===== src/rtl/dcp_dump_if.sv =====
// Memory read port and UART transmit byte stream shared by the dump engine.
// master = dump engine, slave = memory/transmitter side.
interface dcp_dump_if #(
   parameter int ADDR_W = 32,
   parameter int DATA_W = 32
) ();
   logic [ADDR_W-1:0] mem_addr;
   logic              mem_rd;
   logic [DATA_W-1:0] mem_rdata;
   logic [7:0]        d_tx;
   logic              vld_tx;
   logic              rdy_tx;

   modport master (
      output mem_addr, mem_rd, d_tx, vld_tx,
      input  mem_rdata, rdy_tx
   );

   modport slave (
      input  mem_addr, mem_rd, d_tx, vld_tx,
      output mem_rdata, rdy_tx
   );
endinterface


===== src/rtl/dcp_dump.sv =====
// Memory dump engine for the debug unit's D command: reads a block of words
// and streams them as "AAAAAAAA: DDDDDDDD ..." CR LF lines, one byte per handshake.
module dcp_dump #(
   parameter int ADDR_W         = 32,
   parameter int DATA_W         = 32,
   parameter int WORDS_PER_LINE = 4,
   parameter int LINES          = 8
) (
   input  logic              clk,
   input  logic              rst,
   input  logic              we,
   input  logic              use_new,
   input  logic [ADDR_W-1:0] start_addr,
   input  logic [ADDR_W-1:0] last_addr,
   output logic [ADDR_W-1:0] end_addr,
   output logic              busy,
   output logic              finish,
   dcp_dump_if.master        bus
);
   localparam int ADDR_NIB = ADDR_W / 4;
   localparam int DATA_NIB = DATA_W / 4;
   localparam int MAX_NIB  = (ADDR_NIB > DATA_NIB) ? ADDR_NIB : DATA_NIB;
   localparam int NW       = $clog2(MAX_NIB) + 1;
   localparam int WW       = $clog2(WORDS_PER_LINE) + 1;
   localparam int LW       = $clog2(LINES) + 1;

   localparam logic [NW-1:0] ADDR_LAST = NW'(ADDR_NIB - 1);
   localparam logic [NW-1:0] DATA_LAST = NW'(DATA_NIB - 1);
   localparam logic [WW-1:0] WORD_LAST = WW'(WORDS_PER_LINE - 1);
   localparam logic [LW-1:0] LINE_LAST = LW'(LINES - 1);

   typedef enum logic [3:0] {
      IDLE, PADDR, PCOLON, PSPC, READ, WAIT, PDATA, PSEP, PCR, PLF, DONE
   } state_t;

   state_t            state_reg, state_next;
   logic [ADDR_W-1:0] cur_reg, cur_next;
   logic [DATA_W-1:0] data_reg, data_next;
   logic [NW-1:0]     nib_reg, nib_next;
   logic [WW-1:0]     word_reg, word_next;
   logic [LW-1:0]     line_reg, line_next;
   logic [ADDR_W-1:0] end_addr_reg, end_addr_next;

   logic [ADDR_W-1:0] addr_sh;
   logic [DATA_W-1:0] data_sh;
   logic [7:0]        d_tx_c;
   logic              vld_tx_c;
   logic              mem_rd_c;
   logic [ADDR_W-1:0] mem_addr_c;

   function automatic logic [7:0] hex_char(input logic [3:0] n);
      return (n < 4'd10) ? (8'h30 + {4'h0, n}) : (8'h37 + {4'h0, n});
   endfunction

   always_ff @(posedge clk or posedge rst) begin
      if (rst) begin
         state_reg    <= IDLE;
         cur_reg      <= '0;
         data_reg     <= '0;
         nib_reg      <= '0;
         word_reg     <= '0;
         line_reg     <= '0;
         end_addr_reg <= '0;
      end else begin
         state_reg    <= state_next;
         cur_reg      <= cur_next;
         data_reg     <= data_next;
         nib_reg      <= nib_next;
         word_reg     <= word_next;
         line_reg     <= line_next;
         end_addr_reg <= end_addr_next;
      end
   end

   always_comb begin
      state_next    = state_reg;
      cur_next      = cur_reg;
      data_next     = data_reg;
      nib_next      = nib_reg;
      word_next     = word_reg;
      line_next     = line_reg;
      end_addr_next = end_addr_reg;
      d_tx_c        = 8'h00;
      vld_tx_c      = 1'b0;
      mem_rd_c      = 1'b0;
      mem_addr_c    = '0;
      // nib_reg indexes the digit being shown, counting down from the MSB nibble
      addr_sh       = cur_reg >> {nib_reg, 2'b00};
      data_sh       = data_reg >> {nib_reg, 2'b00};

      case (state_reg)
         IDLE: begin
            if (we) begin
               cur_next   = use_new ? start_addr : last_addr + ADDR_W'(1);
               word_next  = '0;
               line_next  = '0;
               nib_next   = ADDR_LAST;
               state_next = PADDR;
            end
         end
         PADDR: begin
            vld_tx_c = 1'b1;
            d_tx_c   = hex_char(addr_sh[3:0]);
            if (bus.rdy_tx) begin
               if (nib_reg == '0) state_next = PCOLON;
               else               nib_next   = nib_reg - NW'(1);
            end
         end
         PCOLON: begin
            vld_tx_c = 1'b1;
            d_tx_c   = 8'h3A;
            if (bus.rdy_tx) state_next = PSPC;
         end
         PSPC: begin
            vld_tx_c = 1'b1;
            d_tx_c   = 8'h20;
            if (bus.rdy_tx) state_next = READ;
         end
         READ: begin
            mem_rd_c   = 1'b1;
            mem_addr_c = cur_reg;
            state_next = WAIT;
         end
         WAIT: begin
            data_next  = bus.mem_rdata;
            nib_next   = DATA_LAST;
            state_next = PDATA;
         end
         PDATA: begin
            vld_tx_c = 1'b1;
            d_tx_c   = hex_char(data_sh[3:0]);
            if (bus.rdy_tx) begin
               if (nib_reg != '0) begin
                  nib_next = nib_reg - NW'(1);
               end else if (word_reg != WORD_LAST) begin
                  cur_next   = cur_reg + ADDR_W'(1);
                  word_next  = word_reg + WW'(1);
                  state_next = PSEP;
               end else begin
                  state_next = PCR;
               end
            end
         end
         PSEP: begin
            vld_tx_c = 1'b1;
            d_tx_c   = 8'h20;
            if (bus.rdy_tx) state_next = READ;
         end
         PCR: begin
            vld_tx_c = 1'b1;
            d_tx_c   = 8'h0D;
            if (bus.rdy_tx) state_next = PLF;
         end
         PLF: begin
            vld_tx_c = 1'b1;
            d_tx_c   = 8'h0A;
            if (bus.rdy_tx) begin
               if (line_reg != LINE_LAST) begin
                  cur_next   = cur_reg + ADDR_W'(1);
                  line_next  = line_reg + LW'(1);
                  word_next  = '0;
                  nib_next   = ADDR_LAST;
                  state_next = PADDR;
               end else begin
                  end_addr_next = cur_reg;
                  state_next    = DONE;
               end
            end
         end
         DONE:    state_next = IDLE;
         default: state_next = IDLE;
      endcase
   end

   assign bus.d_tx     = d_tx_c;
   assign bus.vld_tx   = vld_tx_c;
   assign bus.mem_rd   = mem_rd_c;
   assign bus.mem_addr = mem_addr_c;
   assign end_addr     = end_addr_reg;
   assign busy         = (state_reg != IDLE) && (state_reg != DONE);
   assign finish       = (state_reg == DONE);
endmodule


===== src/flat_wrapper.sv =====
// flat-port wrapper written by rule: the top's interface ports become plain ports
module dcp_dump_flat 
#(
   parameter int ADDR_W         = 32,
   parameter int DATA_W         = 32,
   parameter int WORDS_PER_LINE = 4,
   parameter int LINES          = 8
)
  (clk, rst, we, use_new, start_addr, last_addr, end_addr, busy, finish, bus_mem_addr, bus_mem_rd, bus_d_tx, bus_vld_tx, bus_mem_rdata, bus_rdy_tx);
  dcp_dump_if #(.ADDR_W(ADDR_W), .DATA_W(DATA_W)) bus_i ();
  input  logic clk;
  input  logic rst;
  input  logic we;
  input  logic use_new;
  input  logic [ADDR_W-1:0] start_addr;
  input  logic [ADDR_W-1:0] last_addr;
  output logic [ADDR_W-1:0] end_addr;
  output logic busy;
  output logic finish;
  output wire logic [$bits(bus_i.mem_addr)-1:0] bus_mem_addr;
  output wire logic [$bits(bus_i.mem_rd)-1:0] bus_mem_rd;
  output wire logic [$bits(bus_i.d_tx)-1:0] bus_d_tx;
  output wire logic [$bits(bus_i.vld_tx)-1:0] bus_vld_tx;
  input wire logic [$bits(bus_i.mem_rdata)-1:0] bus_mem_rdata;
  input wire logic [$bits(bus_i.rdy_tx)-1:0] bus_rdy_tx;
  assign bus_mem_addr = bus_i.mem_addr;
  assign bus_mem_rd = bus_i.mem_rd;
  assign bus_d_tx = bus_i.d_tx;
  assign bus_vld_tx = bus_i.vld_tx;
  assign bus_i.mem_rdata = bus_mem_rdata;
  assign bus_i.rdy_tx = bus_rdy_tx;
  dcp_dump #(.ADDR_W(ADDR_W), .DATA_W(DATA_W), .WORDS_PER_LINE(WORDS_PER_LINE), .LINES(LINES)) u_core (.clk(clk), .rst(rst), .we(we), .use_new(use_new), .start_addr(start_addr), .last_addr(last_addr), .end_addr(end_addr), .busy(busy), .finish(finish), .bus(bus_i));
endmodule

===== config.mk =====
export PLATFORM = sky130hd
export DESIGN_NAME = dcp_dump_flat
export DESIGN_NICKNAME = d
export VERILOG_FILES = /design/src/rtl/dcp_dump_if.sv /design/src/rtl/dcp_dump.sv /design/src/flat_wrapper.sv
export SDC_FILE = /design/constraint.sdc
export NUM_CORES = 1
export LEC_CHECK = 0
export CORE_MARGIN = 5
export CORE_UTILIZATION = 45
export DETAILED_ROUTE_END_ITERATION = 8
export PLACE_DENSITY = 0.73
export SYNTH_ARGS = -nofsm -noshare
export SYNTH_HDL_FRONTEND = slang
export SYNTH_SLANG_ARGS = --single-unit

===== constraint.sdc =====
create_clock -name clk -period 6.5 [get_ports clk]
set_clock_uncertainty 0.05 [all_clocks]
set_input_delay 0.65 -clock clk [delete_from_list [all_inputs] [get_ports clk]]
set_output_delay 0.65 -clock clk [all_outputs]
set_load 0.01 [all_outputs]

# Yosys cells after proc, flatten, opt, wreduce, memory -nomap -nowiden
# Index checks and enable logic that the tools add are counted.
# op_classes
order_cmp	2
addsub	9
mux	45
shift	2
reduce_logical	15
n_bitwise	1
eq_ne	26
# ops
operator	n
two-way mux 32 bit	8
case mux 32 bit (3 select lines)	1
two-way mux 4 bit	21
adder 32 x 1 -> 32 bit, second input constant	2
right shift 32 x 6 -> 4 bit	2
case mux 8 bit (6 select lines)	1
case mux 4 bit (9 select lines)	1
adder 6 x 4 -> 7 bit, first input constant	4
case mux 4 bit (5 select lines)	1
two-way mux 3 bit	6
== test 4 x 3 -> 1 bit, second input constant	4
two-way mux 8 bit	2
inequality test 2 bit, second input constant	8
== test 4 bit, second input constant	3
inequality test 2 x 1 -> 1 bit, second input constant	5
case mux 3 bit (3 select lines)	1
AND reduction 9 bit	1
== test 4 x 2 -> 1 bit, second input constant	2
logical NOT 4 bit	2
less-than comparator 4 bit, second input constant	2
case mux 4 bit (2 select lines)	1
AND reduction 8 bit	1
nonzero test 4 bit	2
AND reduction 7 bit	1
17 further kinds	18
# totals
input_bits	101
regBits	111
wordCells	107
out_inout_bits	76

# Depth between registers and ports, before layout
# Gate-level depths: netlist of the first run.
# logic_depth
depth_word	5
ltp_mapped	12
mapped_depth_nobuf	9

# Least setup slack after synthesis of the first run
# Ideal clock, no wire load.
# synth_path
kind	register to output
from	register u_core.nib_reg[1]
to	output port bus_d_tx[4]
setup_slack_ps	3684
arrival_ps	2116
n_path_buf	2
required_ps	5800
path_stages_with_launch	11
cell_sequence	dfrtp_1 buf_4 buf_6 mux4_2 mux2i_1 or2_2 ha_1 o21ai_0 nand2_1 nor3_1 o32ai_1
# synth_between
elab_chain_cells	4
elab_cells_between_ends	11
classes_between	4 x add/sub; 2 x order compare; 2 x shift; 3 x mux
# synth_lines
item	line_no	source
start: declaration	dcp_dump.sv:39	logic [NW-1:0] nib_reg, nib_next;
start signal: assignment	dcp_dump.sv:68	nib_reg <= nib_next;
right shift 32 x 6 -> 4 bit, on equally long branches	dcp_dump.sv:89, dcp_dump.sv:88	
adder 6 x 4 -> 7 bit or less-than comparator 4 bit (tied branches)	dcp_dump.sv:52	return (n < 4'd10) ? (8'h30 + {4'h0, n}) : (8'h37 + {4'h0, n});
two-way mux 8 bit	dcp_dump.sv:52	
case mux 8 bit (6 select lines) *	dcp_dump.sv:91	case (state_reg)
end: declaration	flat_wrapper.sv:22	output wire logic [$bits(bus_i.d_tx)-1:0] bus_d_tx;
# Mark *: on every way between the ends. The rest lies on a longest branch, timed or not.

# Worst setup path in the final report of the first run
# layout_path
from	register u_core.nib_reg[2]
to	output port bus_d_tx[4]
# Same word-level chain as after synthesis.

==> results by group, run 1 <==
Status
  • Outcome: complete, no violations

Setup path
  • Worst setup SP type: flop
  • Critical Path End Type: output port
  • Arr. time, crit path: approximately 3.5 ns
  • Critical path data required time: 5.80 ns
  • Delay-heaviest family, CP: flip-flops
  • Worst-path fanout max: 22
  • Sequence of cells on the critical path: mux4_2 -> mux2i_1 -> or2_2 -> ha_1 -> o21ai_0 -> nand2_1 -> nor3_1 -> o32ai_1 -> clkdlybuf4s50_1
  • CP peak stage delay: approximately 0.89 ns
  • CP Class: flop to output port
  • CP max stage cell: dfrtp_1
  • Reg-to-reg slack, setup: 3.39 ns
  • Worst Path Buf+Inv: 1

Floorplan
  • Num ports: about 180
  • Die height: ~140 um
  • Die footprint: between 15000 and 20000 um^2
  • Die width: approximately 140 um
  • Core ar.: ~16000 um^2
  • Row count: 47
  • Initial cell density of the core: ~45%

Timing
  • Minimum clock period: between 4 and 5 ns
  • Worst hold slack: 0.438 ns
  • Total negative slack: 0 ns
  • RSZ-0062 raised after global routing: false
  • Final setup fails: 0
  • Tcrit/Tclk final: 65.1%
  • Max Clk Rate: around 0.24 GHz
  • Pins Over Slew Limit: 0
  • Final Hold Viols: 0
  • Tightest Pin Transition: ~0.91 ns
  • Rel. slew slack: 38.3%

Routing
  • Vias: about 6700
  • Drt drc: 0
  • Vias/cell: 5.81
  • DR WL/cell: ~19 um
  • Final WL: 22.1 mm
  • Final antenna-violating net count: 0
  • DR pass1 iterations: 5
  • Iteration-0 DRC Markers: 600

GRT
  • GRT Util Overall: between 20% and 30%
  • First-pass GRT wire length: between 30 and 40 mm
  • Vias in the first global route: 6466
  • Largest net degree at the start of global routing: between 60 and 70
  • Grt total ovfl: 0
  • Antenna violations before repair: 0

Placed design
  • Placed Area: 9280 um^2
  • Detailed Place HPWL: 16.5 mm
  • Dpl cells: between 1000 and 1500
  • Gpl congestion: slightly above 0.9
  • Port Buf Inserts: between 150 and 200

Min path
  • Worst hold path type: flop to flop

Yosys
  • Sequential share of the synthesized area: between 30% and 40%
  • Post-Synth XOR/XNOR Area: ~3.4%
  • Simple-gate share of the synthesized area: roughly 22%
  • Mux contribution to synthesized area: between 15 and 20%
  • Post-synthesis compound-gate area fraction: ~15%
  • Post-Syn Nets: ~890
  • YS warnings: 0
  • Unique masters post-synth: slightly below 80
  • Mapped cell area: 7460 um^2
  • Largest family of logic cells by synthesized area: simple AND/OR/NAND/NOR gates
  • FF+latch count, synth: approximately 110
  • Asr flop ratio synth: 100%
  • Post-synthesis adder-cell area fraction: under 10%
  • Syn_area_per_cell: ~9.5 um^2
  • Mapped Cells: slightly below 800
  • Post-synth EDFFs: 0
  • Top_reg_cell synth: dfrtp_1

Clocking
  • TritonCTS Sinks: around 110
  • CTS Buffer Depth: 2
  • CTS tree: done
  • Hold buffer count at CTS: 0
  • Resized Gates After CTS: 0
  • Postcts setup bufs: 0
  • CTS buffer count: 9
  • CTS H-Tree Depth: 3
  • CTS root buf: clkbuf_16
  • Clk slew on worst S/H paths: 0.07 ns
  • Clk_lat worst skew: about 0.35 ns

Final layout
  • Commonest non-fill, non-tap cells in the layout: clkdlybuf4s50_1, dfrtp_1, nand2_1, mux2_2, o21ai_0
  • Post-route insts no fill: between 1000 and 1500
  • Antenna diodes: 0
  • Synth-to-layout area growth: 28.3%
  • Fin nets: ~1000
  • Design area: between 9000 and 10000 um^2
  • Commonest non-fill, non-tap cell in the layout: clkdlybuf4s50_1
  • Share of layout cells above drive strength 1: 14.4%

Power
  • VDD IR max: 0.203 mV
  • Power Total: between 4000 and 5000 uW
  • P per Cell Area: ~430 nW/um^2
  • Leak: 0.00381 uW

Job
  • Maxcap violations: 0
[final cells by class]
cell class	count	area [um^2]
timing repair buffer	184	1820
tap	220	275
fill	1420	6840
multi-input combinational	603	4340
sequential	111	2780
clock buffer	9	225
inverter	17	66.3
clock inverter	6	70.1
[through the flow]
stage / utilization (%) / setup WS, ns
2_1_floorplan: - / 2.87
3_3_place_gp: 56.5 / 2.68
3_5_place_dp: 56.5 / 2.64
4_1_cts: 58.3 / 2.26
5_1_grt: 58.3 / 2.02
6_report: 58.3 / 2.27
[cells in the mapped netlist, drive strengths merged, types with 17 or more instances]
cell / number / area share [%]
nor3: 20 / 1.6
nand4: 17 / 1.7
nand3: 37 / 2.6
mux2i: 18 / 2.4
mux2: 65 / 9.8
o21ai: 57 / 3.8
a21oi: 46 / 3.2
inv: 17 / 0.86
buf: 31 / 2.8
and2: 35 / 2.9
nand2: 71 / 3.6
clkbuf: 23 / 1.2
dfrtp: 111 / 37
nor2: 49 / 2.6
[kinds of logic after synthesis]
group                      count (synthesis)
muxes                                     97
adders and majority gates                  8
AOI/OAI and AO/OA                        179
xor gates and xnor gates                  29
DFF                                      111
other                                      1
buffers and inverters                     71
and+or+nand+nor                          289
[worst reg2reg max path, stage by stage, from the launching register on]
cell and delay, ns:
dfrtp_1 0.85, inv_1 0.22, ha_1 0.27, nor3b_1 0.18, a31oi_1 0.28, or3_1 0.15, buf_4 0.42, nor4_2 0.12
a31o_2 0.22, a221o_1 0.25
[worst paths after layout]
kind                                         start                   to  cells after the start
worst max-delay path             u_core.nib_reg[2]          bus_d_tx[4]                      9
worst min-delay path            u_core.word_reg[1]   u_core.word_reg[1]                      2
worst max register to register   u_core.nib_reg[1]   u_core.cur_reg[17]                      9
worst min register to register  u_core.word_reg[1]   u_core.word_reg[1]                      2
max in group asynchronous                      rst  u_core.state_reg[0]                      3
min in group asynchronous                      rst  u_core.end_addr[28]                      2
[power by group]
| group | switching [uW] | internal (uW) |
|---|---|---|
| Clock | 264 | 301 |
| Sequential | 434 | 927 |
| Combinational | 1060 | 1090 |
| Total | 1750 | 2310 |
[metal layers]
layer | routed length, um | up-vias | global-route usage [%]
li1 | - | 3166 | -
met1 | 9650 | 3231 | 30.9
met2 | 10600 | 242 | 36.4
met3 | 1280 | 40 | 4.14
met4 | 538 | 0 | 7.67
met5 | 0 | - | 0
No activity file was read; power rests on OpenSTA's default activity.
==> run 2, diff against run 1 <==
--- a/config.mk
+++ b/config.mk
@@ -8,7 +8,7 @@
 export CORE_MARGIN = 5
 export CORE_UTILIZATION = 45
 export DETAILED_ROUTE_END_ITERATION = 8
-export PLACE_DENSITY = 0.73
+export PLACE_DENSITY = 0.76
 export SYNTH_ARGS = -nofsm -noshare
 export SYNTH_HDL_FRONTEND = slang
 export SYNTH_SLANG_ARGS = --single-unit
==> constraint.sdc (replaced) <==
create_clock -name clk -period 3.6 [get_ports clk]
set_clock_uncertainty 0.05 [all_clocks]
set_input_delay 0.36 -clock clk [delete_from_list [all_inputs] [get_ports clk]]
set_output_delay 0.36 -clock clk [all_outputs]
set_load 0.01 [all_outputs]
==> run 2 against run 1 <==
Effect of this change:
- core utilization increased by 1.6 points
- clock-buffer cell count up 1
- final cell count is 2.4% higher
- via count up 4.0%
- final area is 2.7% higher
- sequential cell count unchanged
- die area did not move
- highest routed layer unchanged
==> results by group, run 2 (same netlist as run 1, synthesis figures left out) <==
Final layout
  • Area taken by multi-input logic gates: 4350 um^2 (+0.26%)
  • Share of layout cells above drive strength 1: 17.3% (+2.9 points)
  • Fillers: 1379 (-2.9%)
  • Synth-to-layout area growth: 31.8%
  • Antenna diodes: 0 (unchanged)
  • Commonest non-fill, non-tap cell in the layout: clkdlybuf4s50_1
  • Fin nets: 1062 (+2.6%)
  • Storage cell area: 2780 um^2 (+0.14%)
  • Commonest non-fill, non-tap cells in the layout: clkdlybuf4s50_1, dfrtp_1, nand2_1, mux2_2, o21ai_0

Floorplan
  • Num ports: 177 (unchanged)
  • Initial cell density of the core: 45.5% (unchanged)
  • Die width: 139 um (unchanged)
  • Die height: 139 um (unchanged)
  • Core ar.: 16400 um^2 (unchanged)
  • Die footprint: 19200 um^2 (unchanged)
  • Row count: 47 (unchanged)

GRT
  • GRT Util Overall: 23.5% (+0.88 points)
  • First-pass GRT wire length: 36.9 mm (+4.4%)
  • Grt total ovfl: 0 (unchanged)
  • Antenna violations before repair: 0 (unchanged)
  • Largest net degree at the start of global routing: 58 (-15%)
  • Vias in the first global route: 6757 (+4.5%)

Status
  • Outcome: complete, no violations

Setup path
  • Critical Path End: bus_d_tx[0]
  • Reg2reg path depth: 9 (unchanged)
  • Critical Path End Type: output port
  • Critical path startpoint: u_core.nib_reg[0]
  • CP peak stage delay: 0.59 ns (-0.30 ns)
  • Worst-path fanout max: 9 (-59%)
  • CP max stage cell: clkdlybuf4s50_1
  • Reg-to-reg slack, setup: 0.60 ns (-2.79 ns)
  • Sequence of cells on the critical path: buf_4 -> or2_2 -> o22a_1 -> a21oi_2 -> nand2_1 -> mux2_2 -> o221ai_1 -> clkdlybuf4s50_1
  • Critical path data required time: 3.19 ns (-2.61 ns)
  • Arr. time, crit path: 3.04 ns (-0.49 ns)
  • Delay-heaviest family, CP: buffers and inverters
  • R2r endpoint: u_core.cur_reg[14]
  • Reg-to-Reg Start: u_core.nib_reg[1]
  • CP Class: flop to output port
  • Worst path depth: 8 (-1)
  • Worst setup SP type: flop
  • Worst Path Buf+Inv: 2 (+1)

Timing
  • Worst setup slack after layout: 0.151 ns (-2.12 ns)
  • Final Hold Viols: 0 (unchanged)
  • Minimum clock period: between 3 and 4 ns
  • Total negative slack: 0 ns (unchanged)
  • Final setup fails: 0 (unchanged)
  • Pins Over Slew Limit: 0 (unchanged)
  • Worst hold slack: 0.436 ns (-0.00260 ns)
  • Max Clk Rate: approximately 0.29 GHz
  • Rel. slew slack: 41.6% (+3.3 points)
  • RSZ-0062 raised after global routing: false
  • Tcrit/Tclk final: 95.8%
  • Tightest Pin Transition: 0.872 ns (-0.0402 ns)

Routing
  • Drt drc: 0 (unchanged)
  • Final WL: 22.8 mm (+3.2%)
  • Vias: 6943 (+4.0%)
  • DR WL/cell: 19.3 um (+0.78%)
  • DR pass1 iterations: 7 (+2)
  • Final antenna-violating net count: 0 (unchanged)
  • Vias/cell: 5.89 (+1.5%)
  • Iteration-0 DRC Markers: 832 (+39%)

Power
  • Switching share of total power: 42.7% (-0.42 points)
  • VDD IR max: 0.609 mV (+200%)
  • P per Cell Area: 780 nW/um^2 (+83%)
  • Internal: 4390 uW (+90%)
  • Combinational Power Share: 57.0% (+4.3 points)
  • Leak: 0.00397 uW (+4.2%)
  • P_sw: 3270 uW (+86%)
  • Register share of total power: 29.4% (-4.1 points)
  • Clock network fraction of design power: 13.6% (-0.3 points)

Clocking
  • Clk_lat worst skew: 0.35 ns (about the same)
  • CTS Buffer Depth: 2 (unchanged)
  • CTS root buf: clkbuf_16
  • TritonCTS Sinks: 111 (unchanged)
  • CTS H-Tree Depth: 3 (unchanged)
  • Clk slew on worst S/H paths: 0.08 ns (about the same)
  • CTS tree: done
  • CTS buffer count: 9 (unchanged)

Placed design
  • Port Buf Inserts: 175 (unchanged)
  • Pre-CTS WS: 0.341 ns (-2.30 ns)
  • Gpl congestion: 0.964 (+6.1%)
  • Detailed Place HPWL: 17.2 mm (+4.3%)

Min path
  • Worst hold path type: input pin to async pin

Job
  • Maxcap violations: 0 (unchanged)
## run 2: timing repair
item / CTS / global route
setup buffers: 0 / 1
gates resized for setup: 1 / 6
endpoints found under the setup margin: 2 / 6
hold buffers: 0 / 0
hold endpoints to repair: 0 / 0
## run 2: worst min path at each step
| stage | depth (start not counted) | slack, ns | end | start |
|---|---|---|---|---|
| 6_report | 2 | 0.44 | u_core.end_addr[26] | rst |
| 5_1_grt | 1 | 0.47 | u_core.end_addr[15] | u_core.end_addr[15] |
| 4_1_cts | 2 | 0.44 | u_core.word_reg[1] | u_core.word_reg[1] |
| 3_5_place_dp | 2 | 0.42 | u_core.word_reg[1] | u_core.word_reg[1] |
| 3_3_place_gp | 2 | 0.40 | u_core.word_reg[1] | u_core.word_reg[1] |
| 2_1_floorplan | 2 | 0.39 | u_core.word_reg[1] | u_core.word_reg[1] |
## run 2: layer usage
metal	global-route usage (%)	vias up	share of wire [%]	wire, um
li1	-	3231	-	-
met1	32.4	3350	42	9680
met5	0	-	0	0
met2	38.6	315	48	11000
met3	3.10	47	6.9	1570
met4	7.62	0	2.5	560
## run 2: per-stage QoR
| stage | total power [uW] | instances | cell area, um^2 | utilization [%] |
|---|---|---|---|---|
| after global placement | 6450 | 1161 | 9500 | 57.9 |
| after floorplan | 4990 | 785 | 7460 | - |
| after CTS | 7590 | 1177 | 9800 | 59.7 |
| final | 7660 | 1178 | 9830 | 59.9 |
| after global routing | 8180 | 1178 | 9830 | 59.9 |
| after detailed placement | 6530 | 1161 | 9500 | 57.9 |
## run 2: power by group through the flow
stage	Clock (uW)	Combinational, uW	Sequential (uW)
detailed placement	0	4270	2260
global placement	0	4190	2250
finish	1040	4360	2260
CTS	1050	4300	2240
global route	1110	4760	2320
floorplan	0	3040	1960
## run 2: final cells by class
type | count | share of cell area (%)
clock buffers | 10 | 2.33
clock inverters | 6 | 0.776
inverters | 17 | 0.675
multi-input cells | 603 | 44.2
flip-flops and latches | 111 | 28.3
well taps | 220 | 2.80
repair buffers | 211 | 20.9
## run 2: worst register-to-register path, stage by stage (launching register included)
cell            delay [ns]
dfrtp_2               0.47
dlymetal6s2s_1        0.20
inv_1                 0.14
ha_1                  0.24
nor3b_1               0.37
a31oi_1               0.18
or3_1                 0.44
buf_4                 0.26
nor3_4                0.36
a22oi_1               0.16
==> run 3, diff against run 2 <==
--- a/config.mk
+++ b/config.mk
@@ -6,9 +6,9 @@
 export NUM_CORES = 1
 export LEC_CHECK = 0
 export CORE_MARGIN = 5
-export CORE_UTILIZATION = 45
+export CORE_UTILIZATION = 46
 export DETAILED_ROUTE_END_ITERATION = 8
-export PLACE_DENSITY = 0.76
+export PLACE_DENSITY = 0.78
 export SYNTH_ARGS = -nofsm -noshare
 export SYNTH_HDL_FRONTEND = slang
 export SYNTH_SLANG_ARGS = --single-unit
==> run 3 against run 2 <==
Effect of this change:
- global-route usage up 0.64 points
- clock power grew 6%
- final area rose by 0.33%
- combinational power grew 2%
- final cell count down 0.34%
- sequential cell count is the same
- critical path type unchanged
- critical endpoint is now bus_d_tx[2]
==> results by group, run 3 (same netlist as run 1, synthesis figures left out) <==
Timing
  • Final setup fails: 0 (unchanged)
  • Tightest Pin Transition: 0.834 ns (-0.0384 ns)
  • Minimum clock period: 3.44 ns (-0.0117 ns)
  • Rel. slew slack: 44.2% (+2.6 points)
  • Pins Over Slew Limit: 0 (unchanged)
  • Tcrit/Tclk final: 95.5% (-0.32 points)
  • Worst setup slack after layout: 0.163 ns (+0.0117 ns)
  • Final Hold Viols: 0 (unchanged)
  • Max Clk Rate: 0.291 GHz (+0.34%)

Setup path
  • Worst-path fanout max: 11 (+2)
  • Arr. time, crit path: 3.03 ns (about the same)
  • Critical path startpoint: u_core.nib_reg[1]
  • Reg-to-reg slack, setup: 0.68 ns (+0.08 ns)
  • CP Class: flop to output port
  • Worst setup SP type: flop
  • Critical Path End Type: output port
  • Reg-to-Reg Start: u_core.nib_reg[1]
  • Critical path data required time: 3.19 ns (about the same)

Floorplan
  • Die width: 137 um (-1.0%)
  • Core ar.: 15900 um^2 (-3.2%)
  • Row count: 46 (-2.1%)
  • Die height: 137 um (-1.0%)
  • Num ports: 177 (unchanged)
  • Die footprint: 18900 um^2 (-2.0%)
  • Initial cell density of the core: 47.0% (+1.5 points)

Final layout
  • Fin util: 62.1% (+2.2 points)
  • Synth-to-layout area growth: 32.2%
  • Share of layout cells above drive strength 1: 17.1% (-0.21 points)
  • Post-route insts no fill: 1174 (-0.34%)
  • Commonest non-fill, non-tap cell in the layout: clkdlybuf4s50_1
  • Fillers: 1329 (-3.6%)
  • Fin nets: 1062 (unchanged)
  • Commonest non-fill, non-tap cells in the layout: clkdlybuf4s50_1, dfrtp_1, nand2_1, mux2_2, o21ai_0
  • Antenna diodes: 0 (unchanged)

Placed design
  • Dpl cells: 1158 (-0.26%)
  • Pre-CTS WS: 0.401 ns (+0.0591 ns)
  • Gpl congestion: 0.960 (-0.36%)
  • Port Buf Inserts: 175 (unchanged)
  • Detailed Place HPWL: 17.2 mm (about the same)

Clocking
  • Postcts setup bufs: 0 (unchanged)
  • CTS root buf: clkbuf_16
  • CTS Buffer Depth: 2 (unchanged)
  • CTS H-Tree Depth: 3 (unchanged)
  • CTS buffer count: 9 (unchanged)
  • Clk slew on worst S/H paths: 0.08 ns (about the same)
  • CTS tree: done
  • TritonCTS Sinks: 111 (unchanged)
  • Clk_lat worst skew: 0.35 ns (about the same)

Routing
  • DR WL/cell: 19.2 um (-0.73%)
  • Final WL: 22.5 mm (-1.1%)
  • Iteration-0 DRC Markers: 785 (-5.6%)
  • Drt drc: 0 (unchanged)
  • Vias/cell: 5.88 (-0.18%)
  • DR pass1 iterations: 8 (+1)
  • Vias: 6907 (-0.52%)
  • Final antenna-violating net count: 0 (unchanged)

GRT
  • Vias in the first global route: 6704 (-0.78%)
  • Largest net degree at the start of global routing: 55 (-5.2%)
  • Antenna violations before repair: 0 (unchanged)
  • First-pass GRT wire length: 35.5 mm (-4.0%)
  • GRT Util Overall: 24.1% (+0.64 points)
  • Grt total ovfl: 0 (unchanged)

Status
  • Outcome: complete, no violations

Power
  • Power Total: 7740 uW (+0.94%)
  • VDD IR max: 0.441 mV (-28%)
  • Leak: 0.00400 uW (+0.78%)
  • P per Cell Area: 784 nW/um^2 (+0.60%)

Min path
  • Worst hold path type: input pin to async pin

Job
  • Maxcap violations: 0 (unchanged)
[run 3: cell types whose count changed in the layout (fill, tap and decap cells not counted), moves of 2 or more]
cell     before  now
mux2i_2       3    1
dfrtp_1     108  111
inv_6         2    0
dfrtp_2       3    0
[run 3: worst paths after layout]
kind / endpoint / depth (start not counted)
setup reg to reg: u_core.cur_reg[21] / 10
max in group asynchronous: u_core.data_reg[2] / 3
hold / removal: u_core.end_addr[29] / 2
setup / recovery: bus_d_tx[2] / 10
min in group clk: u_core.end_addr[4] / 2
hold reg to reg: u_core.end_addr[4] / 2
[run 3: area by class of cell]
cell class                 instances  area (um^2)  area share, %
clock inverter                     6         93.8          0.951
inverter                          17         66.3          0.672
timing repair buffer             211         2060           20.9
tap                              216          270           2.74
clock buffer                      10          239           2.42
sequential                       111         2780           28.2
multi-input combinational        603         4350           44.1
[run 3: worst max-delay path: stages, from the launching register on]
cell and delay (ns):
dfrtp_1 0.40, buf_6 0.18, mux4_2 0.55, mux2i_4 0.23, nor2_1 0.09, inv_1 0.09, ha_1 0.17, nand2_1 0.07
mux2i_1 0.12, o211ai_1 0.20, clkdlybuf4s50_1 0.57
[run 3: metal layers]
| layer | GRT usage, % | vias to the layer above | routed length (um) | part of all wire (%) |
|---|---|---|---|---|
| met5 | 0 | - | 0 | 0 |
| met4 | 7.21 | 0 | 495 | 2.2 |
| met3 | 3.54 | 46 | 1780 | 7.9 |
| met2 | 39.9 | 350 | 10900 | 48 |
| met1 | 33.0 | 3286 | 9350 | 41 |
| li1 | - | 3225 | - | - |
[run 3: timing repair]
action,4_1_cts,5_1_grt
setup endpoints to repair,0,6
resized for setup,0,8
hold buffers,0,0
[run 3: stage by stage]
stage	TNS [ns]	hold WS, ns	area (um^2)
2_1_floorplan	0	0.391	7460
3_3_place_gp	0	0.405	9500
3_5_place_dp	0	0.425	9500
4_1_cts	0	0.283	9830
5_1_grt	-0.0108	0.301	9860
6_report	0	0.279	9860
[run 3: power breakdown]
group / switching (uW) / internal (uW) / leakage (uW) / total, uW
Combinational: 2270 / 2160 / 0.00246 / 4430
Sequential: 523 / 1680 / 0.00138 / 2200
Clock: 470 / 633 / 0.000159 / 1100
